`config.mk`:
```
export PLATFORM = sky130hd
export DESIGN_NAME = vrf_read_arbiter_flat
export DESIGN_NICKNAME = d
export VERILOG_FILES = /design/src/rtl/vrf_read_pkg.sv /design/src/rtl/vrf_read_arbiter_if.sv /design/src/rtl/vrf_read_arbiter_rr_pick.sv /design/src/rtl/vrf_read_arbiter.sv /design/src/flat_wrapper.sv
export SDC_FILE = /design/constraint.sdc
export NUM_CORES = 1
export LEC_CHECK = 0
export CELL_PAD_IN_SITES_DETAIL_PLACEMENT = 0
export CELL_PAD_IN_SITES_GLOBAL_PLACEMENT = 1
export CORE_ASPECT_RATIO = 1.2
export CORE_UTILIZATION = 40
export DETAILED_ROUTE_END_ITERATION = 6
export DONT_BUFFER_PORTS = 1
export HOLD_SLACK_MARGIN = 0.02
export PLACE_DENSITY = 0.68
export SLEW_MARGIN = 20
export SYNTH_ARGS = -nofsm -noshare
export SYNTH_HDL_FRONTEND = slang
export SYNTH_SLANG_ARGS = --single-unit
```
`constraint.sdc`:
```
create_clock -name clock -period 3.2 [get_ports clock]
set_input_delay 0.32 -clock clock [delete_from_list [all_inputs] [get_ports clock]]
set_output_delay 0.32 -clock clock [all_outputs]
set_load 0.005 [all_outputs]
```
`src/rtl/vrf_read_pkg.sv`:
```
// Shared field widths and the packed read-request record used by the VRF read arbiter.
package vrf_read_pkg;

  localparam int VS_W     = 5;
  localparam int OFFSET_W = 6;
  localparam int GROUP_W  = 4;
  localparam int SRC_W    = 4;
  localparam int INST_W   = 3;
  localparam int REQ_W    = VS_W + OFFSET_W + GROUP_W + SRC_W + INST_W;

  typedef struct packed {
    logic [VS_W-1:0]     vs;
    logic [OFFSET_W-1:0] offset;
    logic [GROUP_W-1:0]  group_index;
    logic [SRC_W-1:0]    read_source;
    logic [INST_W-1:0]   instruction_index;
  } vrf_read_req_t;

  // Increment modulo n; valid for any n, not only powers of two.
  function automatic int wrap_inc(input int idx, input int n);
    return (idx + 1 >= n) ? 0 : idx + 1;
  endfunction

endpackage

```
`src/rtl/vrf_read_arbiter_if.sv`:
```
// Request/response bundle between the read-request generators (master) and the arbiter (slave).
interface vrf_read_arbiter_if #(
  parameter int NUM_REQ = 4,
  parameter int IDXW    = 2
) ();
  import vrf_read_pkg::*;

  logic [NUM_REQ-1:0]          io_in_valid;
  logic [NUM_REQ-1:0]          io_in_ready;
  logic [VS_W*NUM_REQ-1:0]     io_in_bits_vs;
  logic [OFFSET_W*NUM_REQ-1:0] io_in_bits_offset;
  logic [GROUP_W*NUM_REQ-1:0]  io_in_bits_groupIndex;
  logic [SRC_W*NUM_REQ-1:0]    io_in_bits_readSource;
  logic [INST_W*NUM_REQ-1:0]   io_in_bits_instructionIndex;

  logic                        io_out_ready;
  logic                        io_out_valid;
  logic [VS_W-1:0]             io_out_bits_vs;
  logic [OFFSET_W-1:0]         io_out_bits_offset;
  logic [GROUP_W-1:0]          io_out_bits_groupIndex;
  logic [SRC_W-1:0]            io_out_bits_readSource;
  logic [INST_W-1:0]           io_out_bits_instructionIndex;
  logic [IDXW-1:0]             io_out_bits_source;
  logic                        io_busy;

  modport master (
    output io_in_valid, io_in_bits_vs, io_in_bits_offset, io_in_bits_groupIndex,
           io_in_bits_readSource, io_in_bits_instructionIndex, io_out_ready,
    input  io_in_ready, io_out_valid, io_out_bits_vs, io_out_bits_offset,
           io_out_bits_groupIndex, io_out_bits_readSource, io_out_bits_instructionIndex,
           io_out_bits_source, io_busy
  );

  modport slave (
    input  io_in_valid, io_in_bits_vs, io_in_bits_offset, io_in_bits_groupIndex,
           io_in_bits_readSource, io_in_bits_instructionIndex, io_out_ready,
    output io_in_ready, io_out_valid, io_out_bits_vs, io_out_bits_offset,
           io_out_bits_groupIndex, io_out_bits_readSource, io_out_bits_instructionIndex,
           io_out_bits_source, io_busy
  );

endinterface

```
`src/rtl/vrf_read_arbiter_rr_pick.sv`:
```
// Combinational round-robin picker: rotate requests so ptr is bit 0, take the lowest set bit,
// then rotate the offset back into a requester index.
module rr_pick #(
  parameter int NUM_REQ = 4,
  parameter int IDXW    = 2
) (
  input  logic [NUM_REQ-1:0] req,
  input  logic [IDXW-1:0]    ptr,
  output logic [IDXW-1:0]    gnt_idx,
  output logic               gnt_valid
);

  logic [2*NUM_REQ-1:0] req_dbl;
  logic [NUM_REQ-1:0]   req_rot;
  int                   off;
  int                   unrot;

  always_comb begin
    req_dbl   = {req, req};
    req_rot   = NUM_REQ'(req_dbl >> ptr);
    gnt_valid = |req_rot;
    off       = 0;
    for (int k = NUM_REQ - 1; k >= 0; k--) begin
      if (req_rot[k]) off = k;
    end
    unrot = int'(ptr) + off;
    if (unrot >= NUM_REQ) unrot = unrot - NUM_REQ;
    gnt_idx = IDXW'(unrot);
  end

endmodule

```
`src/rtl/vrf_read_arbiter.sv`:
```
// Shares one VRF bank read port between NUM_REQ requesters with round-robin fairness and a
// single registered output entry that holds while the bank read stage stalls.
module vrf_read_arbiter
  import vrf_read_pkg::*;
#(
  parameter int NUM_REQ = 4,
  parameter int IDXW    = 2
) (
  input logic          clock,
  input logic          reset,
  vrf_read_arbiter_if.slave io
);

  vrf_read_req_t      req_in [NUM_REQ];
  logic [IDXW-1:0]    gnt_idx;
  logic               gnt_valid;
  logic               load;
  logic [NUM_REQ-1:0] in_ready;

  logic               out_valid_q, out_valid_d;
  vrf_read_req_t      out_req_q, out_req_d;
  logic [IDXW-1:0]    out_src_q, out_src_d;
  logic [IDXW-1:0]    ptr_q, ptr_d;

  always_comb begin
    for (int i = 0; i < NUM_REQ; i++) begin
      req_in[i].vs                = io.io_in_bits_vs[i*VS_W +: VS_W];
      req_in[i].offset            = io.io_in_bits_offset[i*OFFSET_W +: OFFSET_W];
      req_in[i].group_index       = io.io_in_bits_groupIndex[i*GROUP_W +: GROUP_W];
      req_in[i].read_source       = io.io_in_bits_readSource[i*SRC_W +: SRC_W];
      req_in[i].instruction_index = io.io_in_bits_instructionIndex[i*INST_W +: INST_W];
    end
  end

  rr_pick #(
    .NUM_REQ (NUM_REQ),
    .IDXW    (IDXW)
  ) u_pick (
    .req       (io.io_in_valid),
    .ptr       (ptr_q),
    .gnt_idx   (gnt_idx),
    .gnt_valid (gnt_valid)
  );

  assign load = !out_valid_q || io.io_out_ready;

  // Ready is additionally gated by reset so nothing handshakes while the block is held in reset.
  always_comb begin
    out_valid_d = out_valid_q;
    out_req_d   = out_req_q;
    out_src_d   = out_src_q;
    ptr_d       = ptr_q;
    in_ready    = '0;
    if (load) begin
      if (gnt_valid) begin
        out_valid_d = 1'b1;
        out_req_d   = req_in[gnt_idx];
        out_src_d   = gnt_idx;
        ptr_d       = IDXW'(wrap_inc(int'(gnt_idx), NUM_REQ));
      end else begin
        out_valid_d = 1'b0;
      end
    end
    for (int i = 0; i < NUM_REQ; i++) begin
      in_ready[i] = load && gnt_valid && reset && (gnt_idx == IDXW'(i));
    end
  end

  always_ff @(posedge clock or negedge reset) begin
    if (!reset) begin
      out_valid_q <= 1'b0;
      out_req_q   <= '0;
      out_src_q   <= '0;
      ptr_q       <= '0;
    end else begin
      out_valid_q <= out_valid_d;
      out_req_q   <= out_req_d;
      out_src_q   <= out_src_d;
      ptr_q       <= ptr_d;
    end
  end

  assign io.io_in_ready                  = in_ready;
  assign io.io_out_valid                 = out_valid_q;
  assign io.io_out_bits_vs               = out_req_q.vs;
  assign io.io_out_bits_offset           = out_req_q.offset;
  assign io.io_out_bits_groupIndex       = out_req_q.group_index;
  assign io.io_out_bits_readSource       = out_req_q.read_source;
  assign io.io_out_bits_instructionIndex = out_req_q.instruction_index;
  assign io.io_out_bits_source           = out_src_q;
  assign io.io_busy                      = out_valid_q | (|io.io_in_valid);

endmodule
```
`src/flat_wrapper.sv`:
```
// flat-port wrapper written by rule: the top's interface ports become plain ports
module vrf_read_arbiter_flat import vrf_read_pkg::*;
#(
  parameter int NUM_REQ = 4,
  parameter int IDXW    = 2
)
  (clock, reset, io_io_in_valid, io_io_in_bits_vs, io_io_in_bits_offset, io_io_in_bits_groupIndex, io_io_in_bits_readSource, io_io_in_bits_instructionIndex, io_io_out_ready, io_io_in_ready, io_io_out_valid, io_io_out_bits_vs, io_io_out_bits_offset, io_io_out_bits_groupIndex, io_io_out_bits_readSource, io_io_out_bits_instructionIndex, io_io_out_bits_source, io_io_busy);
  vrf_read_arbiter_if #(.NUM_REQ(NUM_REQ), .IDXW(IDXW)) io_i ();
  input logic clock;
  input logic reset;
  input wire logic [$bits(io_i.io_in_valid)-1:0] io_io_in_valid;
  input wire logic [$bits(io_i.io_in_bits_vs)-1:0] io_io_in_bits_vs;
  input wire logic [$bits(io_i.io_in_bits_offset)-1:0] io_io_in_bits_offset;
  input wire logic [$bits(io_i.io_in_bits_groupIndex)-1:0] io_io_in_bits_groupIndex;
  input wire logic [$bits(io_i.io_in_bits_readSource)-1:0] io_io_in_bits_readSource;
  input wire logic [$bits(io_i.io_in_bits_instructionIndex)-1:0] io_io_in_bits_instructionIndex;
  input wire logic [$bits(io_i.io_out_ready)-1:0] io_io_out_ready;
  output wire logic [$bits(io_i.io_in_ready)-1:0] io_io_in_ready;
  output wire logic [$bits(io_i.io_out_valid)-1:0] io_io_out_valid;
  output wire logic [$bits(io_i.io_out_bits_vs)-1:0] io_io_out_bits_vs;
  output wire logic [$bits(io_i.io_out_bits_offset)-1:0] io_io_out_bits_offset;
  output wire logic [$bits(io_i.io_out_bits_groupIndex)-1:0] io_io_out_bits_groupIndex;
  output wire logic [$bits(io_i.io_out_bits_readSource)-1:0] io_io_out_bits_readSource;
  output wire logic [$bits(io_i.io_out_bits_instructionIndex)-1:0] io_io_out_bits_instructionIndex;
  output wire logic [$bits(io_i.io_out_bits_source)-1:0] io_io_out_bits_source;
  output wire logic [$bits(io_i.io_busy)-1:0] io_io_busy;
  assign io_i.io_in_valid = io_io_in_valid;
  assign io_i.io_in_bits_vs = io_io_in_bits_vs;
  assign io_i.io_in_bits_offset = io_io_in_bits_offset;
  assign io_i.io_in_bits_groupIndex = io_io_in_bits_groupIndex;
  assign io_i.io_in_bits_readSource = io_io_in_bits_readSource;
  assign io_i.io_in_bits_instructionIndex = io_io_in_bits_instructionIndex;
  assign io_i.io_out_ready = io_io_out_ready;
  assign io_io_in_ready = io_i.io_in_ready;
  assign io_io_out_valid = io_i.io_out_valid;
  assign io_io_out_bits_vs = io_i.io_out_bits_vs;
  assign io_io_out_bits_offset = io_i.io_out_bits_offset;
  assign io_io_out_bits_groupIndex = io_i.io_out_bits_groupIndex;
  assign io_io_out_bits_readSource = io_i.io_out_bits_readSource;
  assign io_io_out_bits_instructionIndex = io_i.io_out_bits_instructionIndex;
  assign io_io_out_bits_source = io_i.io_out_bits_source;
  assign io_io_busy = io_i.io_busy;
  vrf_read_arbiter #(.NUM_REQ(NUM_REQ), .IDXW(IDXW)) u_core (.clock(clock), .reset(reset), .io(io_i));
endmodule
```
==> After elaboration in Yosys (flattened, before gate mapping) <==
Cells that the tools add are included.
W data, S select, Z words.
{ "classes": {"add_sub_neg": 3, "n_mul": 0, "div": 0, "magnitude_cmp": 3, "eq_ne": 3, "shifts": 1, "n_mux": 10, "bitwise_logic": 2, "n_reduce_logical": 12} }
{ "op_table": {"columns": ["operator", "n"], "rows": [
  ["$mux W32", 3],
  ["$bmux W22 S2", 1],
  ["$mux W22", 2],
  ["$add A3 B32 Y32", 1],
  ["$ge A32 B4 Y1 const B", 1],
  ["$reduce_or A4 Y1", 2],
  ["$shr A8 B2 Y4", 1],
  ["$ge A3 B3 Y1 const B", 2],
  ["$logic_and A1 B1 Y1", 6],
  ["$mux W2", 3],
  ["$eq A2 B2 Y1 const B", 2],
  ["$add A2 B1 Y3 const B", 1],
  ["$not A2 Y3", 1],
  ["$eq A2 B1 Y1 const B", 1],
  ["$logic_not A2 Y1", 1],
  ["$reduce_and A2 Y1", 1],
  ["$sub A2 B1 Y2 const B", 1],
  ["$logic_not A1 Y1", 1],
  ["$logic_or A1 B1 Y1", 1],
  ["$mux W1", 1],
  ["$or A1 B1 Y1", 1]
]} }
{ "totals": {"reg_bits": 27, "latch_bits": 0, "mem_bits_rw": 0, "rom_bits": 0, "input_bits": 95, "out_inout_bits": 30, "wordCells": 42, "memories": 0} }

==> Longest topological paths before layout <==
{ "logic_depth": {"word_depth": 12, "mapped_depth": 12, "mapped_depth_nobuf": 10} }

==> Modules after synthesis <==
Synthesis repeated with hierarchy kept, for this count alone.
{ "hier_totals": {"cells_unflattened": 125, "hier_area_um2": 1924.3} }
{ "by_module_without_submodules": {"columns": ["mod", "n_inst", "cells_per_inst", "area_per_inst_um2", "seq_area_each_um2"], "rows": [
  ["vrf_read_arbiter", 1, 102, 1744.2, 675.6],
  ["rr_pick", 1, 23, 180.2, 0.0]
]} }

==> Worst setup path after synthesis <==
Ideal clock, no wire load.
{ "synth_timing": {"kind": "input-to-output", "from": "input port io_io_in_valid[2]", "to": "output port io_io_in_ready[1]", "arrival_time_ns": 2.188, "required_time_ns": 2.880, "path_slack_ns": 0.692, "path_stages": 12, "path_buffers": 2, "path_cell_list": "buf_6 nor2b_1 a21oi_1 o22ai_1 o21a_1 ha_1 xnor2_1 nor4_4 buf_6 nor2_2 ha_1 and3_1"} }
{ "synth_via": {"elab_chain_cells": 10, "word_cells_on_any_way": 14, "classes_between": "add/sub: 2; order compare: 1; eq/ne: 1; shift: 1; mux: 5; reduce/logical: 4"} }
{ "synth_lines": {"columns": ["item", "line", "source"], "rows": [
  ["start, declared", "flat_wrapper.sv:11", "input wire logic [$bits(io_i.io_in_valid)-1:0] io_io_in_valid;"],
  ["$shr A8 B2 Y4 *", "vrf_read_arbiter_rr_pick.sv:20", "req_rot = NUM_REQ'(req_dbl >> ptr);"],
  ["$mux W2", "vrf_read_arbiter_rr_pick.sv:24", "if (req_rot[k]) off = k;"],
  ["$mux W32 (3 in a row)", "vrf_read_arbiter_rr_pick.sv:24", null],
  ["$add A3 B32 Y32", "vrf_read_arbiter_rr_pick.sv:26", "unrot = int'(ptr) + off;"],
  ["$ge A32 B4 Y1 / $sub A2 B1 Y2 (equally long branches)", "vrf_read_arbiter_rr_pick.sv:27", "if (unrot >= NUM_REQ) unrot = unrot - NUM_REQ;"],
  ["$mux W2", "vrf_read_arbiter_rr_pick.sv:27", null],
  ["$eq A2 B1 Y1", "vrf_read_arbiter.sv:65", "in_ready[i] = load && gnt_valid && reset && (gnt_idx == IDXW'(i));"],
  ["$logic_and A1 B1 Y1 *", "vrf_read_arbiter.sv:65", null],
  ["end, declared", "flat_wrapper.sv:18", "output wire logic [$bits(io_i.io_in_ready)-1:0] io_io_in_ready;"]
]} }
Mark *: on every way between the ends. The rest lies on a longest branch, timed or not.

==> Worst setup path after layout <==
{ "layout_timing": {"from": "register u_core.ptr_q[1]", "to": "output port io_io_in_ready[0]"} }
{ "layout_via": {"elab_chain_cells": 10, "word_cells_on_any_way": 14, "classes_between": "add/sub: 2; order compare: 1; shift: 1; mux: 5; reduce/logical: 5"} }
{ "layout_lines": {"columns": ["item", "line", "source"], "rows": [
  ["start, declared", "vrf_read_arbiter.sv:23", "logic [IDXW-1:0] ptr_q, ptr_d;"],
  ["start signal, assigned", "vrf_read_arbiter.sv:79", "ptr_q <= ptr_d;"],
  ["$shr A8 B2 Y4", "vrf_read_arbiter_rr_pick.sv:20", null],
  ["$mux W2", "vrf_read_arbiter_rr_pick.sv:24", null],
  ["$mux W32 (3 in a row)", "vrf_read_arbiter_rr_pick.sv:24", null],
  ["$add A3 B32 Y32", "vrf_read_arbiter_rr_pick.sv:26", null],
  ["$ge A32 B4 Y1 / $sub A2 B1 Y2 (equally long branches)", "vrf_read_arbiter_rr_pick.sv:27", null],
  ["$mux W2", "vrf_read_arbiter_rr_pick.sv:27", null],
  ["$logic_not A2 Y1", "vrf_read_arbiter.sv:65", null],
  ["$logic_and A1 B1 Y1 *", "vrf_read_arbiter.sv:65", null]
]} }
Marked as above.

==> impl_metrics.toml <==
[cells_and_area]
area.growth.synth_to_final_pct = 5.19
fill_cells = 564
proportion_of_layout_cells_with_a_drive_suffix_above_1_pct = 30.3
finish.cell_count_without_fillers = 311
antennaDiodeCount = 0
layout.nets = 330

[sta]
fin_worst_skew_ps = 5.65
timing.max_slew.rel_slack_pct = 26.1
fin_crit_ps = 3070
setup_repair_after_global_routing_missed_its_margin = "true"
post-route-period-util_pct = 96.0
report.final.slew_viol_count = 0
count_of_final_setup_violators = 0
maxClockFrequency_mhz = 326
layout_setup_ws_ps = 129
finalHoldViolCount = 0
worstMarginPinSlew_ps = 1110

[worst_hold_path]
hold_path.startpoint = "io_io_in_valid[0]"
timing.hold.worst_path_depth = 2
holdCritPathClass = "input port to register"

[critical_path]
setup.worst_path.start = "u_core.ptr_q[1]"
criticalPathCategory = "register to output port"
critical_path_arrival_ps = 2750
crit_path_end_kind = "output port"
cp_data_required_time_ps = 2880
worst-r2r-cell-count = 10
r2r_start = "u_core.ptr_q[1]"
worst_setup_path_start_kind = "register"
worst-path-max-fanout = 9

[floorplanning]
design.die.area_mm2 = 0.00634
design.core.area_mm2 = 0.00574
io_pins = 125
floorplan.die.height_um = 87.0
floorplan.initialDensity_pct = 41.9
dieWidth_um = 72.8
rows = 30

[power]
power.net_switching_mw = 1.61
switching_share_pct = 50.6
sequential_group_share_of_total_power_pct = 21.3
power_frac_comb_pct = 72.4
power_leakage_nw = 0.873
power.density_cell_area_mw_per_mm2 = 1250
ir_drop_mv = 0.638
clockPowerShare_pct = 6.4
p_int_mw = 1.57

[drt]
num_vias = 1891
via_per_inst = 6.08
remaining_drc_errors = 0
antenna_left = 0
total_length_of_routed_wires_um = 6090
dr.pass1.iters = 4
detailed_router_s_first_iteration_violation_count = 23
detail_route.wl_per_cell_um = 19.6

[global_route]
via_count_of_the_first_global_routing_pass = 1826
antenna_found_initial = 0
overflow = 0
grt_start_max_net_pins = 58
grt_first_pass_wirelength_um = 9140
globalRouteTotalUtil_pct = 18.9

[clocking]
cts.htree.levels = 1
cts-buffers-inserted = 3
clk_latency_ps = 280
max-clock-path-buffers = 2
tritoncts_clock_tree = "done"
clock-sinks = 27
cts_root_buffer = "sky130_fd_sc_hd__clkbuf_8"
clk_pin_slew_ps = 100

[synth]
synth_top_flop_cell = "sky130_fd_sc_hd__dfrtp_1"
synth_sequential_area_ratio_pct = 28.1
count_of_synthesis_stage_warnings_from_yosys = 0
async_reset_ff_share_pct = 100
syn_area_mm2 = 0.00241
synth.top_cells.by_area = "sky130_fd_sc_hd__dfrtp_1 28%, sky130_fd_sc_hd__nor2b_1 12%, sky130_fd_sc_hd__a2111oi_2 11%"
netlist_instances = 239
area_share_of_the_largest_cell_type_after_synthesis_pct = 28.1
synthTopCellsByCount = "47 x sky130_fd_sc_hd__nor2b_1, 33 x sky130_fd_sc_hd__nand2_1, 27 x sky130_fd_sc_hd__dfrtp_1"
synth_enable_flop_cells = 0
syn-mean-instance-area_um2 = 10.1
post_synth_num_cell_types = 42
yosysMostFrequentCell = "sky130_fd_sc_hd__nor2b_1"
netlist.top_cell.by_area = "sky130_fd_sc_hd__dfrtp_1"
syn_nets = 337
synth.ff_latch_count = 27

[placed_design]
dpl.hpwl_um = 4080
gpl.final_weighted_congestion = 0.720
portBuffers = 0
place_worst_setup_slack_ps = 21.6
dp.cells = 299

[flow_run]
max-cap-violations = 0

[status]
outcome = "completed"
==> path summary, 6_finish.rpt <==
check / end / slack (ps)
min reg2reg: u_core.io.io_out_bits_groupIndex[0] / 520
min: u_core.io.io_out_valid / 200
min in group asynchronous: u_core.io.io_out_bits_groupIndex[2] / 490
max in group asynchronous: u_core.io.io_out_bits_readSource[0] / 2550
max: io_io_in_ready[0] / 130
max reg2reg: u_core.io.io_out_bits_readSource[1] / 220
==> registers in the layout (all words and copies together) (netlist names) <==
name	flops
u_core.io.io_out_bits_readSource	4
u_core.ptr_q	2
u_core.io.io_out_bits_groupIndex	4
u_core.io.io_out_bits_instructionIndex	3
u_core.io.io_out_valid	1
u_core.io.io_out_bits_offset	6
u_core.io.io_out_bits_source	2
u_core.io.io_out_bits_vs	5
==> per-stage QoR <==
| step | instance area, µm² | total power [mW] | utilization (%) | setup TNS [ps] | hold slack, ps |
|---|---|---|---|---|---|
| 5_1_grt | 2530 | 3.46 | 44.1 | -287 | 219 |
| 4_1_cts | 2510 | 3.20 | 43.7 | 0 | 198 |
| 3_5_place_dp | 2410 | 2.92 | 41.9 | 0 | 25.3 |
| 6_report | 2530 | 3.17 | 44.1 | 0 | 201 |
| 2_1_floorplan | 2410 | 2.64 | - | 0 | 24.4 |
| 3_3_place_gp | 2410 | 2.89 | 41.9 | 0 | 25.3 |
==> worst max-delay path, stage by stage, from the launching register on <==
cell,delay [ps]
sky130_fd_sc_hd__dfrtp_1,530
sky130_fd_sc_hd__nand2_1,120
sky130_fd_sc_hd__a2bb2oi_1,180
sky130_fd_sc_hd__o221ai_1,120
sky130_fd_sc_hd__o21a_1,170
sky130_fd_sc_hd__ha_4,170
sky130_fd_sc_hd__xnor2_1,390
sky130_fd_sc_hd__nor4_4,120
sky130_fd_sc_hd__buf_4,150
sky130_fd_sc_hd__buf_4,160
sky130_fd_sc_hd__nor4_1,350
==> per-layer routing <==
metal	up-vias	share of wire [%]	track usage (%)
met5	-	0	0
met4	0	1.3	5.70
met3	8	7.1	4.63
met2	81	50	32.8
met1	900	41	22.8
li1	902	-	-
==> power groups by stage <==
stage                     clock network [mW]  registers [mW]  logic (mW)
after global routing                   0.225           0.699        2.54
final                                  0.202           0.675        2.30
after detailed placement                   0           0.682        2.24
after global placement                     0           0.684        2.20
after floorplan                            0           0.622        2.02
after CTS                              0.212           0.677        2.31
==> layout make-up <==
class | count | area [µm²] | share of cell area [%]
Sequential cell | 27 | 676 | 26.7
Clock inverter | 1 | 5.00 | 0.198
Clock buffer | 3 | 41.3 | 1.63
Inverter | 2 | 7.51 | 0.296
Timing Repair Buffer | 13 | 138 | 5.43
Tap cell | 80 | 100 | 3.95
Multi-Input combinational cell | 185 | 1570 | 61.8
==> kinds of logic after synthesis <==
group,count (synthesis),synth area share (%)
flops,27,28.1
xor+xnor,2,0.727
fa+ha+maj,3,1.56
mux,1,0.416
compound gates,82,38.6
buf+inv,28,8.00
simple gates,96,22.6
==> placed cells by master, fill, tap and decap left out, types with 2 or more instances in the layout <==
cell,count
sky130_fd_sc_hd__a2111oi_0,4
sky130_fd_sc_hd__o31ai_2,18
sky130_fd_sc_hd__o31ai_1,4
sky130_fd_sc_hd__nor2b_1,47
sky130_fd_sc_hd__o21ai_0,2
sky130_fd_sc_hd__dfrtp_1,27
sky130_fd_sc_hd__ha_1,2
sky130_fd_sc_hd__nor4_1,2
sky130_fd_sc_hd__buf_12,3
sky130_fd_sc_hd__o21ai_1,3
sky130_fd_sc_hd__buf_4,9
sky130_fd_sc_hd__nand2_1,33
sky130_fd_sc_hd__nor3_2,2
sky130_fd_sc_hd__clkbuf_8,3
sky130_fd_sc_hd__a221oi_2,6
sky130_fd_sc_hd__a21oi_1,2
sky130_fd_sc_hd__a221oi_1,16
sky130_fd_sc_hd__nor3b_1,2
sky130_fd_sc_hd__inv_1,2
sky130_fd_sc_hd__a2111oi_2,18
sky130_fd_sc_hd__nand2b_1,2
==> what timing repair did <==
item                                    4_1_cts  5_1_grt
hold buffers                                  2        0
endpoints found under the setup margin        4        9
cloned                                        1        0
gates resized for setup                       0        0
setup buffers                                 2        3
endpoints found under the hold margin        27        0
pin swaps                                     1        0
Note: power is estimated with default switching activity, not from simulation.
